### src/rtl/branch_resolver.sv
// Execute-stage branch resolver: fetch-side direction prediction from a
// table of 2-bit saturating counters, EX-stage outcome resolution,
// registered one-cycle redirect on misprediction, and table training.
module branch_resolver #(
   parameter int unsigned BHT_ENTRIES = 64
) (
   input  logic        clk,
   input  logic        rst_n,

   // fetch side
   input  logic [31:0] if_pc,
   input  logic        if_B_type,
   input  logic        if_jal,
   input  logic [31:0] if_imme,
   output logic        pred_taken,
   output logic [31:0] pred_target,

   // execute side
   input  logic        ex_valid,
   input  logic [31:0] ex_pc,
   input  logic        ex_B_type,
   input  logic        ex_jal,
   input  logic        ex_jalr,
   input  logic [2:0]  ex_func3,
   input  logic [31:0] ex_rs1_data,
   input  logic [31:0] ex_rs2_data,
   input  logic [31:0] ex_imme,
   input  logic        ex_pred_taken,
   input  logic [31:0] ex_pred_target,

   output logic        redirect,
   output logic [31:0] redirect_pc,
   output logic [31:0] stat_branches,
   output logic [31:0] stat_mispredicts
);

   localparam int unsigned IDX_W   = $clog2(BHT_ENTRIES);
   localparam logic [1:0]  CNT_RST = 2'b01;
   localparam logic [1:0]  CNT_MAX = 2'b11;
   localparam logic [1:0]  CNT_MIN = 2'b00;

   localparam logic [2:0]  F3_BEQ  = 3'b000;
   localparam logic [2:0]  F3_BNE  = 3'b001;
   localparam logic [2:0]  F3_BLT  = 3'b100;
   localparam logic [2:0]  F3_BGE  = 3'b101;
   localparam logic [2:0]  F3_BLTU = 3'b110;
   localparam logic [2:0]  F3_BGEU = 3'b111;

   logic [1:0]       bht [BHT_ENTRIES];

   logic [IDX_W-1:0] if_idx;
   logic [IDX_W-1:0] ex_idx;

   logic             cond_known;
   logic             cond_true;
   logic             is_branch;
   logic             is_jump;
   logic             live;
   logic             taken;
   logic [31:0]      seq_pc;
   logic [31:0]      target;
   logic [31:0]      next_pc;
   logic             mispredict;
   logic             bht_we;
   logic [1:0]       bht_cur;
   logic [1:0]       bht_nxt;

   assign if_idx = if_pc[IDX_W+1:2];
   assign ex_idx = ex_pc[IDX_W+1:2];

   // Fetch prediction: reads the pre-update counter, no bypass from EX.
   always_comb begin
      pred_taken  = if_jal | (if_B_type & bht[if_idx][1]);
      pred_target = pred_taken ? (if_pc + if_imme) : (if_pc + 32'd4);
   end

   // Branch condition evaluation; func3 010/011 are not branches.
   always_comb begin
      cond_known = 1'b1;
      cond_true  = 1'b0;
      unique case (ex_func3)
         F3_BEQ:  cond_true = (ex_rs1_data == ex_rs2_data);
         F3_BNE:  cond_true = (ex_rs1_data != ex_rs2_data);
         F3_BLT:  cond_true = ($signed(ex_rs1_data) <  $signed(ex_rs2_data));
         F3_BGE:  cond_true = ($signed(ex_rs1_data) >= $signed(ex_rs2_data));
         F3_BLTU: cond_true = (ex_rs1_data <  ex_rs2_data);
         F3_BGEU: cond_true = (ex_rs1_data >= ex_rs2_data);
         default: cond_known = 1'b0;
      endcase
   end

   // Resolve outcome, correct next PC and misprediction for the EX slot.
   always_comb begin
      is_jump   = ex_jal | ex_jalr;
      is_branch = ex_B_type & ~is_jump & cond_known;
      // The EX slot during a redirect cycle is wrong-path and is dropped.
      live      = ex_valid & ~redirect & (is_branch | is_jump);
      taken     = is_jump | (is_branch & cond_true);
      seq_pc    = ex_pc + 32'd4;
      if (ex_jalr) begin
         target = (ex_rs1_data + ex_imme) & 32'hFFFF_FFFE;
      end else begin
         target = ex_pc + ex_imme;
      end
      next_pc    = taken ? target : seq_pc;
      mispredict = (taken != ex_pred_taken) |
                   (taken & (target != ex_pred_target));
   end

   // Saturating counter update for a live conditional branch.
   always_comb begin
      bht_we  = live & is_branch;
      bht_cur = bht[ex_idx];
      bht_nxt = bht_cur;
      if (taken) begin
         if (bht_cur != CNT_MAX) begin
            bht_nxt = bht_cur + 2'd1;
         end
      end else begin
         if (bht_cur != CNT_MIN) begin
            bht_nxt = bht_cur - 2'd1;
         end
      end
   end

   // Redirect pulse, redirect target and statistics counters.
   always_ff @(posedge clk or negedge rst_n) begin
      if (!rst_n) begin
         redirect         <= 1'b0;
         redirect_pc      <= 32'd0;
         stat_branches    <= 32'd0;
         stat_mispredicts <= 32'd0;
      end else begin
         redirect <= live & mispredict;
         if (live) begin
            stat_branches <= stat_branches + 32'd1;
            if (mispredict) begin
               redirect_pc      <= next_pc;
               stat_mispredicts <= stat_mispredicts + 32'd1;
            end
         end
      end
   end

   // Prediction table storage; single write port.
   always_ff @(posedge clk or negedge rst_n) begin
      if (!rst_n) begin
         for (int unsigned i = 0; i < BHT_ENTRIES; i++) begin
            bht[i] <= CNT_RST;
         end
      end else if (bht_we) begin
         bht[ex_idx] <= bht_nxt;
      end
   end

endmodule

### config.mk
export PLATFORM = sky130hd
export DESIGN_NAME = branch_resolver
export DESIGN_NICKNAME = d
export VERILOG_FILES = /design/src/rtl/branch_resolver.sv
export SDC_FILE = /design/constraint.sdc
export NUM_CORES = 1
export LEC_CHECK = 0
export CORE_ASPECT_RATIO = 1.1
export CORE_UTILIZATION = 49
export DETAILED_ROUTE_END_ITERATION = 8
export GPL_TIMING_DRIVEN = 0
export PLACE_DENSITY = 0.8
export SYNTH_ARGS = -nofsm -noshare
export SYNTH_HDL_FRONTEND = slang
export SYNTH_SLANG_ARGS = --single-unit
### constraint.sdc
create_clock -name clk -period 7.4 [get_ports clk]
set_input_delay 2.22 -clock clk [delete_from_list [all_inputs] [get_ports clk]]
set_output_delay 2.22 -clock clk [all_outputs]
set_load 0.1 [all_outputs]
==> run_results.csv <==
group,metric,value,unit
global_routing,top_usage_layer,"met2",
worst_setup_path,worstPathCellList,"buf_12, clkbuf_16, mux4_2, mux4_2, mux4_2, a21oi_4, buf_12, clkinvlp_4, and3_4, mux2i_1, nand2_2, buf_12",
floorplanning,fp.dieArea,40500,um2
cts,clock_sinks,225,
worst_setup_path,slowest_delay,0.58,ns
min_path,holdCritPathClass,"reg2reg",
routing,firstDrtPassIters,8,
synthesis,synth_seq_area_share,29.4,%
cts,cts_buffers,24,
cts,cts_max_level,1,
worst_setup_path,crit_required,5.18,ns
floorplanning,core,39200,um2
synthesis,ys.flop_type,"dfrtp_1",
routing,drc,0,
timing,timing.final.ws_setup,-0.208,ns
pwr,irDropWorstVdd,0.328,mV
global_routing,globalRouteMet1Util,43.2,%
pwr,p_sw,2480,uW
global_routing,antenna_found_initial,2,
worst_setup_path,crit_type,"in2out",
pwr,power,5440,uW
pwr,power_frac_clock,24.0,%
timing,fmax,131,MHz
routing,postRouteAntennaNets,0,
global_routing,grt_pass1_wl,108,mm
synthesis,syn_area_per_cell,8.99,um2
status,status,"finished, violations left",
routing,drt_iter0_markers,1872,
routing,vias_per_cell,6.37,
synthesis,syn_area,19500,um2
placed_design,dp_hpwl,54.7,mm
global_routing,grt_usage,34.3,%
final_layout,fill_cells,3035,
global_routing,grtUsageMet2,55.0,%
timing,skew,0.0408,ns
cts,clockBufferDepth,3,
cts,cts_tree,"yes",
floorplanning,initial_core_util,49.7,%
synthesis,ys_seq_elements,225,
worst_setup_path,cp-start-kind,"primary input",
global_routing,grt_start_max_net_pins,109,
global_routing,use_met3,5.88,%
pwr,power_density,211,nW/um2
timing,maxSlewViolCount,0,
worst_setup_path,cp_slowest_cell,"mux4_2",
timing,fin_setup_tns,-2.75,ns
floorplanning,die_h,211,um
routing,post_drt_wl_per_cell,23.4,um
worst_setup_path,cp_top_family,"multiplexers",
final_layout,syn_to_final_growth,32.7,%
pwr,p_comb_share,49.0,%
final_layout,final-seq-area,5710,um2
global_routing,globalRouteOverflowTotal,0,
final_layout,drive_gt1_share,18.7,%
synthesis,syn_nets,2531,
final_layout,fin_nets,2956,
cts,clk_pin_slew,0.06,ns
run,maxCapViolCount,0,
timing,setup_violations,31,
worst_setup_path,end_kind,"output port",
placed_design,port_buffers,365,
pwr,p_seq_share,27.1,%
synthesis,synth_edf_count,0,
placed_design,gp_congestion,0.996,
pwr,internal_power,2960,uW
floorplanning,die_w,192,um
timing,final.min_clock_period,7.61,ns
worst_setup_path,crit_fanout,7,
pwr,leakage,0.0110,uW
synthesis,synth_warnings,0,
global_routing,grt_pass1_vias,19600,
timing,slew_headroom,22.8,%
routing,wl,72.9,mm
cts,clk_latency,0.55,ns
synthesis,synth.distinct_cells,93,
worst_setup_path,worstPathArrival,5.39,ns
timing,hold_viol,0,
floorplanning,io_pins,366,
synthesis,synthCells,2164,
worst_setup_path,crit_buf_inv,5,
routing,vias,19900,
placed_design,dp_slack,-2.14,ns
cts,cts_root_buf,"clkbuf_16",
final_layout,multi_input_area,13500,um2
timing,tightest_slew,1.15,ns
status,violations,"negative setup slack",
floorplanning,rows,76,
pwr,switching_share,45.6,%
timing,grt_setup_unrepaired,"yes",
timing,period_share,103,%
cts,cts.hold.buffers_added,0,
synthesis,async_flop_share,100,%
## placed cells by master (no fill, tap or decap), types with 74 or more instances in the layout
cell type        synthesis  routed
dfrtp_1                161     161
nand3_1                 74      74
mux2_2                 136     136
xor2_1                  76      75
clkdlybuf4s50_1          0     307
a21oi_1                109      89
ha_1                   128     117
xnor2_1                149     149
nand2_1                208     202
nor2_1                 160     157
## cells by family after synthesis
group	after synthesis	synth area share, %
simple gates	692	17.4
compound gates	528	18.2
xor+xnor	232	11.0
flops	225	29.4
mux	182	11.7
buf+inv	173	3.75
fa+ha+maj	132	8.59
## state kept, by name, indices dropped and copies added (netlist names)
name,count
bht,128
redirect,1
redirect_pc,32
stat_branches,32
stat_mispredicts,32
## what timing repair did
action / 4_1_cts / 5_1_grt
setup endpoints to repair: 33 / 145
buffers inserted: 13 / 16
pin swaps: 20 / 26
cloned: 1 / 2
resized for setup: 326 / 99
## cell type report
type,instances,area share (%)
inverter,76,1.12
buffer,96,2.20
antenna,2,0.0194
clock inverter,13,0.712
sequential,225,22.1
multi-input combinational,1766,52.4
tap,507,2.46
timing repair buffer,400,16.3
clock buffer,31,2.62
## synthesized netlist by cell type, drive strengths merged, types with 12 or more instances
cell type | instances | share of area, %
clkbuf | 70 | 1.4
o21ai | 117 | 3.0
a22oi | 52 | 2.0
xnor2 | 149 | 6.7
a21o | 50 | 1.9
a31oi | 19 | 0.61
dfrtp | 161 | 21
o21bai | 17 | 0.66
nand4 | 44 | 1.4
nor2 | 160 | 3.1
ha | 128 | 8.2
mux2i | 21 | 1.1
nor2b | 15 | 0.48
mux4 | 22 | 2.5
and3 | 45 | 1.4
mux2 | 139 | 8.1
nand3 | 74 | 1.9
and2 | 12 | 0.39
nand2b | 15 | 0.48
nor3 | 43 | 1.2
a211oi | 25 | 1.0
and4 | 14 | 0.63
nor4 | 16 | 0.55
dfstp | 64 | 8.6
o211ai | 16 | 0.62
a21oi | 111 | 2.9
inv | 75 | 1.4
buf | 27 | 0.93
xor2 | 76 | 3.4
nand2 | 208 | 4.0
## final timing paths
check                                          to  slack, ns              start  cells past startpoint
worst max-delay path              pred_target[30]      -0.21           if_pc[2]                     12
worst min-delay path            stat_branches[31]       0.47  stat_branches[31]                      1
worst max register to register            bht[92]       3.92            bht[96]                     11
worst min register to register  stat_branches[31]       0.47  stat_branches[31]                      1
max in group asynchronous                 bht[58]       4.63              rst_n                      3
min in group asynchronous         redirect_pc[28]       1.52              rst_n                      1
## power by group through the flow
| stage | combinational (uW) | sequential [uW] | clock [uW] |
|---|---|---|---|
| after detailed placement | 2510 | 1490 | 0 |
| after global placement | 2480 | 1480 | 0 |
| after floorplan | 1050 | 2170 | 0 |
| after CTS | 2570 | 1470 | 1310 |
| after global routing | 2790 | 1480 | 1360 |
| final | 2660 | 1470 | 1300 |
## through the flow
step	std cells	hold WS [ns]	util (%)	instance area [um2]
floorplan	2164	0.497	-	19700
global placement	3036	0.462	61.2	24000
detailed placement	3039	0.471	61.5	24100
CTS	3097	0.482	64.8	25400
global route	3116	0.505	65.9	25800
finish	3116	0.474	65.9	25800
## per-layer routing
metal | share of wire, % | vias up
met5 | 0 | -
met4 | 6.7 | 0
met3 | 8.4 | 333
met2 | 46 | 1127
met1 | 39 | 9562
li1 | - | 8830
Power figures use the tool's default switching activity.
